File: src/rtl/mem_mapper_pkg.sv
// Shared constants, lock-state encoding and register-map helpers for mem_mapper.
package mem_mapper_pkg;

  // Unlock key sequence written to the KEY register
  localparam logic [7:0] KEY1_VAL = 8'h55;
  localparam logic [7:0] KEY2_VAL = 8'hAA;

  // Encoding is visible to software through the KEY register read
  typedef enum logic [1:0] {
    UNLOCKED = 2'd0,
    LOCKED   = 2'd1,
    KEY1     = 2'd2
  } lock_state_t;

  // STATUS register bit positions
  localparam int ST_FAULT_BIT  = 7;
  localparam int ST_LOCKED_BIT = 6;
  localparam int ST_FWIN_LSB   = 0;
  localparam int ST_FWIN_W     = 3;

  // Register offsets: windows occupy pairs, STATUS and KEY follow the last window
  function automatic int tag_ra(input int i);
    return 2 * i;
  endfunction

  function automatic int ctrl_ra(input int i);
    return 2 * i + 1;
  endfunction

  function automatic int status_ra(input int num_win);
    return 2 * num_win;
  endfunction

  function automatic int key_ra(input int num_win);
    return 2 * num_win + 1;
  endfunction

endpackage

File: src/rtl/mem_mapper_win.sv
// One mapping window: page tag, enable and write-protect registers plus tag match.
module mem_mapper_win #(
  parameter int                   PAGE_BITS = 5,
  parameter logic [PAGE_BITS-1:0] RST_TAG   = '0,
  parameter logic                 RST_EN    = 1'b0
) (
  input  logic                 CLK,
  input  logic                 RESET,
  input  logic                 tag_we,
  input  logic                 ctrl_we,
  input  logic [PAGE_BITS-1:0] tag_d,
  input  logic [1:0]           ctrl_d,
  input  logic [PAGE_BITS-1:0] page,
  output logic [PAGE_BITS-1:0] tag,
  output logic                 en,
  output logic                 wp,
  output logic                 match
);

  // Window configuration registers, written only when the top grants access
  always_ff @(posedge CLK) begin
    if (RESET) begin
      tag <= RST_TAG;
      en  <= RST_EN;
      wp  <= 1'b0;
    end else begin
      if (tag_we)  tag      <= tag_d;
      if (ctrl_we) {wp, en} <= ctrl_d;
    end
  end

  assign match = en & (tag == page);

endmodule

File: src/rtl/mem_mapper.sv
// Programmable page mapper: NUM_WIN windows, priority hit encoding, write
// protection with a latched fault, and a key-sequence lock on configuration.
module mem_mapper
  import mem_mapper_pkg::*;
#(
  parameter int ADDR_W    = 16,
  parameter int PAGE_BITS = 5,
  parameter int NUM_WIN   = 4,
  parameter int RA_W      = $clog2(2 * NUM_WIN + 2),
  localparam int IDX_W    = (NUM_WIN > 1) ? $clog2(NUM_WIN) : 1,
  localparam int OFF_W    = ADDR_W - PAGE_BITS
) (
  input  logic                   CLK,
  input  logic                   RESET,
  input  logic                   cs,
  input  logic [RA_W-1:0]        ra,
  input  logic                   rw,
  input  logic [7:0]             di,
  output logic [7:0]             dout,
  input  logic [ADDR_W-1:0]      addr,
  output logic [NUM_WIN-1:0]     win_hit,
  output logic                   any_hit,
  output logic [IDX_W+OFF_W-1:0] phys_addr,
  output logic                   mem_we,
  output logic                   intr
);

  logic [PAGE_BITS-1:0] page;
  logic [PAGE_BITS-1:0] tag_vec [NUM_WIN];
  logic [NUM_WIN-1:0]   en_vec;
  logic [NUM_WIN-1:0]   wp_vec;
  logic [NUM_WIN-1:0]   match_vec;
  logic [IDX_W-1:0]     win_idx;
  logic                 wp_hit;
  logic                 fault_now;
  logic                 wr_any;
  logic                 cfg_wr;
  logic                 status_clr;
  lock_state_t          lock_state;
  logic                 fault;
  logic [IDX_W-1:0]     fwin;
  logic [7:0]           status_byte;

  assign page       = addr[ADDR_W-1 -: PAGE_BITS];
  assign wr_any     = cs & ~rw;
  assign cfg_wr     = wr_any & (lock_state == UNLOCKED);
  assign status_clr = wr_any & (int'(ra) == status_ra(NUM_WIN)) & di[ST_FAULT_BIT];

  for (genvar g = 0; g < NUM_WIN; g++) begin : g_win
    mem_mapper_win #(
      .PAGE_BITS (PAGE_BITS),
      .RST_TAG   (PAGE_BITS'(g + 1)),
      .RST_EN    (g < 2)
    ) u_win (
      .CLK     (CLK),
      .RESET   (RESET),
      .tag_we  (cfg_wr && (int'(ra) == tag_ra(g))),
      .ctrl_we (cfg_wr && (int'(ra) == ctrl_ra(g))),
      .tag_d   (di[7 -: PAGE_BITS]),
      .ctrl_d  (di[1:0]),
      .page    (page),
      .tag     (tag_vec[g]),
      .en      (en_vec[g]),
      .wp      (wp_vec[g]),
      .match   (match_vec[g])
    );
  end

  // Priority encoder: scan high to low so the lowest matching window wins
  always_comb begin
    win_hit = '0;
    win_idx = '0;
    for (int i = NUM_WIN - 1; i >= 0; i--) begin
      if (match_vec[i]) begin
        win_hit    = '0;
        win_hit[i] = 1'b1;
        win_idx    = IDX_W'(i);
      end
    end
  end

  assign any_hit   = |win_hit;
  assign wp_hit    = |(win_hit & wp_vec);
  assign mem_we    = ~rw & any_hit & ~wp_hit;
  assign fault_now = ~rw & any_hit & wp_hit;
  assign phys_addr = {win_idx, addr[OFF_W-1:0]};
  assign intr      = fault;

  // Lock FSM: any key write locks, 55 then AA unlocks, config writes in KEY1 relock
  always_ff @(posedge CLK) begin
    if (RESET) begin
      lock_state <= UNLOCKED;
    end else if (wr_any) begin
      if (int'(ra) == key_ra(NUM_WIN)) begin
        case (lock_state)
          UNLOCKED: lock_state <= LOCKED;
          LOCKED:   lock_state <= (di == KEY1_VAL) ? KEY1 : LOCKED;
          KEY1:     lock_state <= (di == KEY2_VAL) ? UNLOCKED : LOCKED;
          default:  lock_state <= LOCKED;
        endcase
      end else if ((int'(ra) < status_ra(NUM_WIN)) && (lock_state == KEY1)) begin
        lock_state <= LOCKED;
      end
    end
  end

  // Fault latch: first fault sticks; a new fault beats a same-edge clear
  always_ff @(posedge CLK) begin
    if (RESET) begin
      fault <= 1'b0;
      fwin  <= '0;
    end else if (fault_now && (!fault || status_clr)) begin
      fault <= 1'b1;
      fwin  <= win_idx;
    end else if (status_clr) begin
      fault <= 1'b0;
      fwin  <= '0;
    end
  end

  // STATUS byte assembly
  always_comb begin
    status_byte                                  = '0;
    status_byte[ST_FAULT_BIT]                    = fault;
    status_byte[ST_LOCKED_BIT]                   = (lock_state != UNLOCKED);
    status_byte[ST_FWIN_LSB +: ST_FWIN_W]        = ST_FWIN_W'(fwin);
  end

  // Register read mux; unmapped offsets and deselected reads return FF
  always_comb begin
    dout = 8'hFF;
    if (cs) begin
      for (int i = 0; i < NUM_WIN; i++) begin
        if (int'(ra) == tag_ra(i))  dout = 8'(tag_vec[i]) << (8 - PAGE_BITS);
        if (int'(ra) == ctrl_ra(i)) dout = {6'b0, wp_vec[i], en_vec[i]};
      end
      if (int'(ra) == status_ra(NUM_WIN)) dout = status_byte;
      if (int'(ra) == key_ra(NUM_WIN))    dout = {6'b0, lock_state};
    end
  end

endmodule
File: config.mk
export PLATFORM = sky130hd
export DESIGN_NAME = mem_mapper
export DESIGN_NICKNAME = d
export VERILOG_FILES = /design/src/rtl/mem_mapper_pkg.sv /design/src/rtl/mem_mapper_win.sv /design/src/rtl/mem_mapper.sv
export SDC_FILE = /design/constraint.sdc
export NUM_CORES = 1
export LEC_CHECK = 0
export CORE_MARGIN = 4
export CORE_UTILIZATION = 35
export DETAILED_ROUTE_END_ITERATION = 6
export SLEW_MARGIN = 20
export SYNTH_ARGS = -nofsm -noshare
export SYNTH_HDL_FRONTEND = slang
export SYNTH_HIERARCHICAL = 1
export SYNTH_SLANG_ARGS = --single-unit
File: constraint.sdc
create_clock -name CLK -period 1.88 [get_ports CLK]
set_input_delay 0.376 -clock CLK [delete_from_list [all_inputs] [get_ports CLK]]
set_output_delay 0.376 -clock CLK [all_outputs]
set_load 0.02 [all_outputs]
* Yosys cells after proc, flatten, opt, wreduce, memory -nomap -nowiden
Index checks and enable logic that the tools add are counted.
Cells by class: order comparisons 1, bitwise gates (word level) 14, reduce and logical (&&, ||, !) cells 20, mux-type cells 28, equality and inequality tests 17
Operators with widths (count):
- 8-bit 2-to-1 mux | 11
- 4-bit equality test, second input constant | 6
- 5-bit equality test | 4
- 2-bit 2-to-1 mux | 9
- 4-bit 2-to-1 mux | 4
- 1-bit bitwise AND | 11
- 1-bit logical AND | 10
- 4-bit by 3-bit equality test with 1-bit output, second input constant | 2
- 8-bit by 7-bit equality test with 1-bit output, second input constant | 1
- 8-bit equality test, second input constant | 1
- 4-bit OR reduction | 2
- 2-bit nonzero test | 3
- 4-bit bitwise AND | 1
- 4-bit by 2-bit equality test with 1-bit output, second input constant | 1
- 4-bit logical NOT | 1
- 4-bit less-than comparator, second input constant | 1
- 2-bit one-hot mux with 2 select lines | 1
- 1-bit 2-to-1 mux | 3
- 2-bit by 1-bit equality test with 1-bit output, second input constant | 1
- 2-bit equality test, second input constant | 1
- 2-bit logical NOT | 1
- 1-bit NOT | 2
- 2-bit AND reduction | 1
- 1-bit logical NOT | 1
- 1-bit logical OR | 1
Storage, ports and cells: flip-flop bits (word level) 33, bits of input ports 32, logic and storage cells 95

* Longest topological paths before layout
Gate-level depths: netlist of the first run.
depth after elaboration 12, depth in mapped cells 8, gate-level depth less buffers 7

* Modules after synthesis
Netlist of the first run, hierarchy kept.
By module, submodules not included:
- mem_mapper | area each 1033.5 um2, times used 1, cells an instance 148
- mem_mapper_win (g_win[0].u_win ...) | area each 302.8 um2, times used 2, cells an instance 29
- mem_mapper_win (g_win[1].u_win) | area each 300.3 um2, times used 1, cells an instance 29
- mem_mapper_win (g_win[3].u_win) | area each 299.0 um2, times used 1, cells an instance 29

* Worst setup path after synthesis of the first run
No wires, ideal clock.
kind in2out, start input port addr[11], end output port mem_we, slack -0.303 ns, data arrival time 1.807 ns, path buffers 0, required time 1.504 ns, stages on the path 6, cell sequence xor2_1 > nor4_1 > and3_1 > nand4bb_1 > a41oi_2 > nor3_1
RTL lines:
- from (decl) | RTL line mem_mapper.sv:20 | input logic [ADDR_W-1:0] addr,
- 5-bit equality test * | RTL line mem_mapper_win.sv:32 | assign match = en & (tag == page);
- 1-bit bitwise AND * | RTL line mem_mapper_win.sv:32
- net match_vec[1] | RTL line mem_mapper.sv:32 | logic [NUM_WIN-1:0] match_vec;
- 4-bit 2-to-1 mux * (2 in series) | RTL line mem_mapper.sv:74 | if (match_vec[i]) begin
- 4-bit bitwise AND | RTL line mem_mapper.sv:83 | assign wp_hit = |(win_hit & wp_vec);
- 4-bit OR reduction | RTL line mem_mapper.sv:83
- 1-bit NOT | RTL line mem_mapper.sv:84 | assign mem_we = ~rw & any_hit & ~wp_hit;
- 1-bit bitwise AND * | RTL line mem_mapper.sv:84
- to (decl) | RTL line mem_mapper.sv:24 | output logic mem_we,
The timed path passes the listed nets; every way through them passes the cells marked *.

* Final worst setup path of the first run
start register g_win[2].u_win.tag[2], end output port mem_we
Between the ends: word-level cells in the longest chain between the ends 9
RTL lines:
- from (decl) | RTL line mem_mapper_win.sv:14 | output logic [PAGE_BITS-1:0] tag,
- from (signal assigned) | RTL line mem_mapper_win.sv:27 | if (tag_we) tag <= tag_d;
- 5-bit equality test * | RTL line mem_mapper_win.sv:32
- 1-bit bitwise AND * | RTL line mem_mapper_win.sv:32
- net match_vec[2] | RTL line mem_mapper.sv:32
- 4-bit 2-to-1 mux * (3 in series) | RTL line mem_mapper.sv:74
- 4-bit bitwise AND | RTL line mem_mapper.sv:83
- 4-bit OR reduction | RTL line mem_mapper.sv:83
- 1-bit NOT | RTL line mem_mapper.sv:84
- 1-bit bitwise AND * | RTL line mem_mapper.sv:84
Marked as above.

==> results of run 1 <==
sequential cells by signal, summed over array words and instances (netlist names):
name,count
g_win.u_win/tag,20
lock_state,2
g_win.u_win/en,4
fwin,2
g_win.u_win/wp,4
intr,1
metal layers:
metal / vias up / routed length (um)
li1: 1104 / -
met1: 1043 / 3061
met2: 56 / 3389
met3: 8 / 372
met4: 0 / 111
met5: - / 0
cell families after synthesis:
family,synth area share [%]
simple gates,25.99
compound gates,13.70
flops,29.51
buf+inv,8.161
mux,13.14
xor+xnor,7.825
fa+ha+maj,1.677
final cells by class:
cell class	count	share of cell area [%]
repair buffers	109	28.37
inverters	7	0.7738
clock buffers	5	2.027
flip-flops and latches	33	19.97
multi-input cells	199	45.43
clock inverters	3	0.6632
well taps	75	2.763
worst max path at each step:
stage	to
global placement	mem_we
CTS	mem_we
finish	mem_we
detailed placement	mem_we
global route	mem_we
floorplan	mem_we
worst reg2reg max path: cells and delay by family (launching register included):
kind | cells | cell delay (ns)
buf+inv | 1 | 0.17
flops | 1 | 0.36
compound gates | 3 | 0.59
simple gates | 3 | 0.73
xor+xnor | 1 | 0.18
through the flow:
step	util, %	worst slack, ns
floorplan	-	-0.1205
finish	56.03	-0.4987
CTS	54.42	-0.4945
detailed placement	50.50	-1.313
global route	56.03	-0.5664
global placement	50.50	-1.274
power by group through the flow:
stage / combinational, uW / sequential (uW) / clock (uW)
after detailed placement: 320 / 724 / 0
after CTS: 335 / 708 / 577
after global routing: 371 / 707 / 608
final: 348 / 707 / 563
after floorplan: 169 / 724 / 0
after global placement: 318 / 724 / 0
cells in the final DEF (no fill, tap or decap), types with 4 or more instances in the layout:
cell type	count
nor2_1	40
xor2_1	15
o21ai_0	4
clkdlybuf4s50_1	11
buf_6	23
dfxtp_1	21
a211o_1	7
nand2_1	5
xnor2_1	4
nand3_1	4
nor2b_1	10
nor4_2	4
clkbuf_8	5
inv_1	6
a21oi_1	4
clkdlybuf4s15_2	4
dfxtp_2	11
mux2i_1	26
o21ai_1	5
a22oi_1	4
buf_4	63
repair_timing:
item | in CTS | in global routing
endpoints found under the hold margin | 0 | 0
endpoints found under the setup margin | 44 | 18
buffers inserted | 5 | 1
pin swaps | 23 | 11
resized for setup | 161 | 26
==> impl_table.tex, run 1 <==
\begin{tabular}{lr}
\hline
Metric & Value \\
\hline
\multicolumn{2}{l}{\textbf{Logic synthesis}} \\
\quad Most numerous cell types in the synthesized netlist & 44 x nor2\_1, 33 x dfxtp\_1, 26 x mux2i\_1, 16 x xor2\_1, 13 x nor2b\_1 \\
\quad Cell types with the largest area share after synthesis & dfxtp\_1 30\%, mux2i\_1 12\%, nor2\_1 7.4\% \\
\quad Yosys top cell area share & slightly below 30\% \\
\quad Post-synthesis cell type with the largest combined area & dfxtp\_1 \\
\quad Avg Cell Area, Syn & about 8.5 um2 \\
\quad Mapped Area & 2238 um2 \\
\quad Net count after synthesis & $\sim$300 \\
\quad Most common cell in the synthesized netlist & nor2\_1 \\
\quad Flip-flop cell with the highest count after synthesis & dfxtp\_1 \\
\quad Post-synthesis cell count & approximately 260 \\
\quad Number of synthesized flops with an enable pin & 0 \\
\quad Register bit count reported by yosys & 33 \\
\quad Total of warnings raised by yosys & 6 \\
\quad Proportion of register bits with asynchronous set or reset after synthesis & 0\% \\
\quad Post-synth cell types & 52 \\
\quad Sequential-to-total area share from yosys stat & 29.51\% \\
\multicolumn{2}{l}{\textbf{Global routing}} \\
\quad Largest net degree at the start of global routing & 31 \\
\quad First-pass GRT wire length & between 10 and 15 mm \\
\quad Total GRT Usage & around 19\% \\
\quad GRT met2 Usage & between 30\% and 40\% \\
\quad Via count of the first global-routing pass & about 2,200 \\
\quad Met1 global-route usage & about 24\% \\
\quad Initial antenna violation count & 0 \\
\quad Most used routing layer & met2 \\
\quad Met3 track demand over resource & 3.010\% \\
\quad Overflow left after global routing & 0 \\
\multicolumn{2}{l}{\textbf{Power and ir drop}} \\
\quad Power density over cell area & between 400 and 500 nW/um2 \\
\quad Design internal power & approximately 1100 uW \\
\quad Clock network fraction of design power & 34.8\% \\
\quad Static Leak & 0.001347 uW \\
\quad Share of power burned in combinational logic & $\sim$22\% \\
\quad Sum of internal, switching and leakage power & $\sim$1600 uW \\
\quad Power spent charging and discharging nets & between 400 and 500 uW \\
\quad Sequential power share & roughly 44\% \\
\quad Share of total power consumed by net switching & between 20 and 30\% \\
\quad Maximum ir drop on the vdd rail & around 0.26 mV \\
\multicolumn{2}{l}{\textbf{Critical path}} \\
\quad FF-to-FF setup slack & -0.23 ns \\
\quad Biggest fanout along the worst timing path & 3 \\
\quad Data required, critical path & $\sim$1.5 ns \\
\quad Critical register-to-register path startpoint & g\_win[2].u\_win/tag[2] \\
\quad Length in cells of the worst reg-to-reg path & 8 \\
\quad Kind of cell with the highest combined delay on the critical path & simple AND/OR/NAND/NOR gates \\
\quad CP Depth & 7 \\
\quad Classification of the worst setup path & flop to primary output \\
\quad CP Data Arrival Time & about 2 ns \\
\quad Worst r2r dst & fwin[0] \\
\quad Kind of launch point of the worst setup path & flop \\
\quad Buffering stage count on the worst path with inverters included & 1 \\
\quad Critical path origin & g\_win[2].u\_win/tag[2] \\
\quad CP max stage cell & dfxtp\_4 \\
\quad Sort of element at the end of the critical path & primary output \\
\quad Critical path cell sequence & xor2\_2 > nor4\_2 > and3\_4 > nand3b\_1 > a41oi\_4 > nor3\_2 > buf\_4 \\
\quad Longest individual stage delay on the worst path & 0.36 ns \\
\multicolumn{2}{l}{\textbf{STA}} \\
\quad Clock skew after layout & roughly 0.0057 ns \\
\quad Minimum hold slack & around 0.5 ns \\
\quad Setup slack of the critical path after layout & -0.4987 ns \\
\quad Setup TNS & -3.660 ns \\
\quad RSZ-0062 raised after global routing & yes \\
\quad Ratio of final minimum period to clock period & 126.5\% \\
\quad Final Max Tran Viols & 0 \\
\quad Max transition margin & between 70\% and 80\% \\
\quad Final Hold Fails & 0 \\
\quad Time the final worst path needs with I/O delays and setup & 2.379 ns \\
\quad Setup violators final & 15 \\
\quad Worst Max-Slew Pin Slew & slightly below 0.4 ns \\
\quad Maximum clock frequency & 420.4 MHz \\
\multicolumn{2}{l}{\textbf{Placed design}} \\
\quad Final GP Congestion & approximately 0.89 \\
\quad Area after detailed placement & 3060 um2 \\
\quad Detail Placement HPWL & approximately 5.2 mm \\
\quad Total instance count after detailed placement & $\sim$420 \\
\quad IO buf count & 37 \\
\multicolumn{2}{l}{\textbf{Clock tree}} \\
\quad TritonCTS clock tree & done \\
\quad CTS Buf Count & 5 \\
\quad Clock Pin Slew Worst Setup and Hold Paths & around 0.070 ns \\
\quad Max Root-Sink Buffers & 2 \\
\quad Level count of the clock H-tree & 2 \\
\quad Clock insertion delay at the later pin of the skew report & $\sim$0.30 ns \\
\quad Number of buffers inserted by hold repair at cts & 0 \\
\quad Sinks on the clock net & 33 \\
\quad Cell at the root of the clock tree & clkbuf\_8 \\
\multicolumn{2}{l}{\textbf{Layout}} \\
\quad Area of combinational cells with multiple inputs & about 1500 um2 \\
\quad Final-stage net count & 390 \\
\quad Cell Count, Final, Fillers Out & 431 \\
\quad Area taken by flip-flops and latches & around 680 um2 \\
\quad Total of fill cells in the finished design & approximately 550 \\
\quad Antenna cells & 0 \\
\quad Layout cells sized above 1 & about 44\% \\
\quad Final instance area & 3396 um2 \\
\quad Area growth from synthesis to layout & 51.70\% \\
\multicolumn{2}{l}{\textbf{Detailed routing}} \\
\quad Routed via count & roughly 2,200 \\
\quad Number of detailed-routing iterations run before antenna repair & 4 \\
\quad DR WL/cell & 16.09 um \\
\quad Number of DRC violations after detailed-routing iteration 0 & between 150 and 200 \\
\quad Via density & between 5 and 6 \\
\quad Antenna-violating nets left & 0 \\
\quad Wirelength, routed & around 6.9 mm \\
\quad Detailed-route DRC error count & 0 \\
\multicolumn{2}{l}{\textbf{Floorplan}} \\
\quad Number of top-level pins & 60 \\
\quad Initial Util & 36.93\% \\
\quad Rows & 28 \\
\quad Area of the die & between 7000 and 8000 um2 \\
\quad Core area & between 6000 and 7000 um2 \\
\quad Floorplan die height & roughly 88 um \\
\quad Horizontal die dimension & just under 90 um \\
\multicolumn{2}{l}{\textbf{Min path}} \\
\quad Startpoint of the tightest hold check path & g\_win[3].u\_win/en \\
\quad Class of the tightest hold or removal check & flop to flop \\
\quad Worst hold path stage count & 2 \\
\quad Sink of the worst hold path & g\_win[3].u\_win/en \\
\multicolumn{2}{l}{\textbf{Flow run}} \\
\quad MaxCap Viol Count & 0 \\
\multicolumn{2}{l}{\textbf{Run status}} \\
\quad Violated checks & negative setup slack \\
\quad Run status & complete, but fails checks \\
\hline
\end{tabular}
(Power assumes the default switching activity.)
==> run 2, diff against run 1 <==
SLEW_MARGIN = default   (was 20)
==> results of run 2 <==
No change in the layout: final DEF, timing and power equal those of run 1.
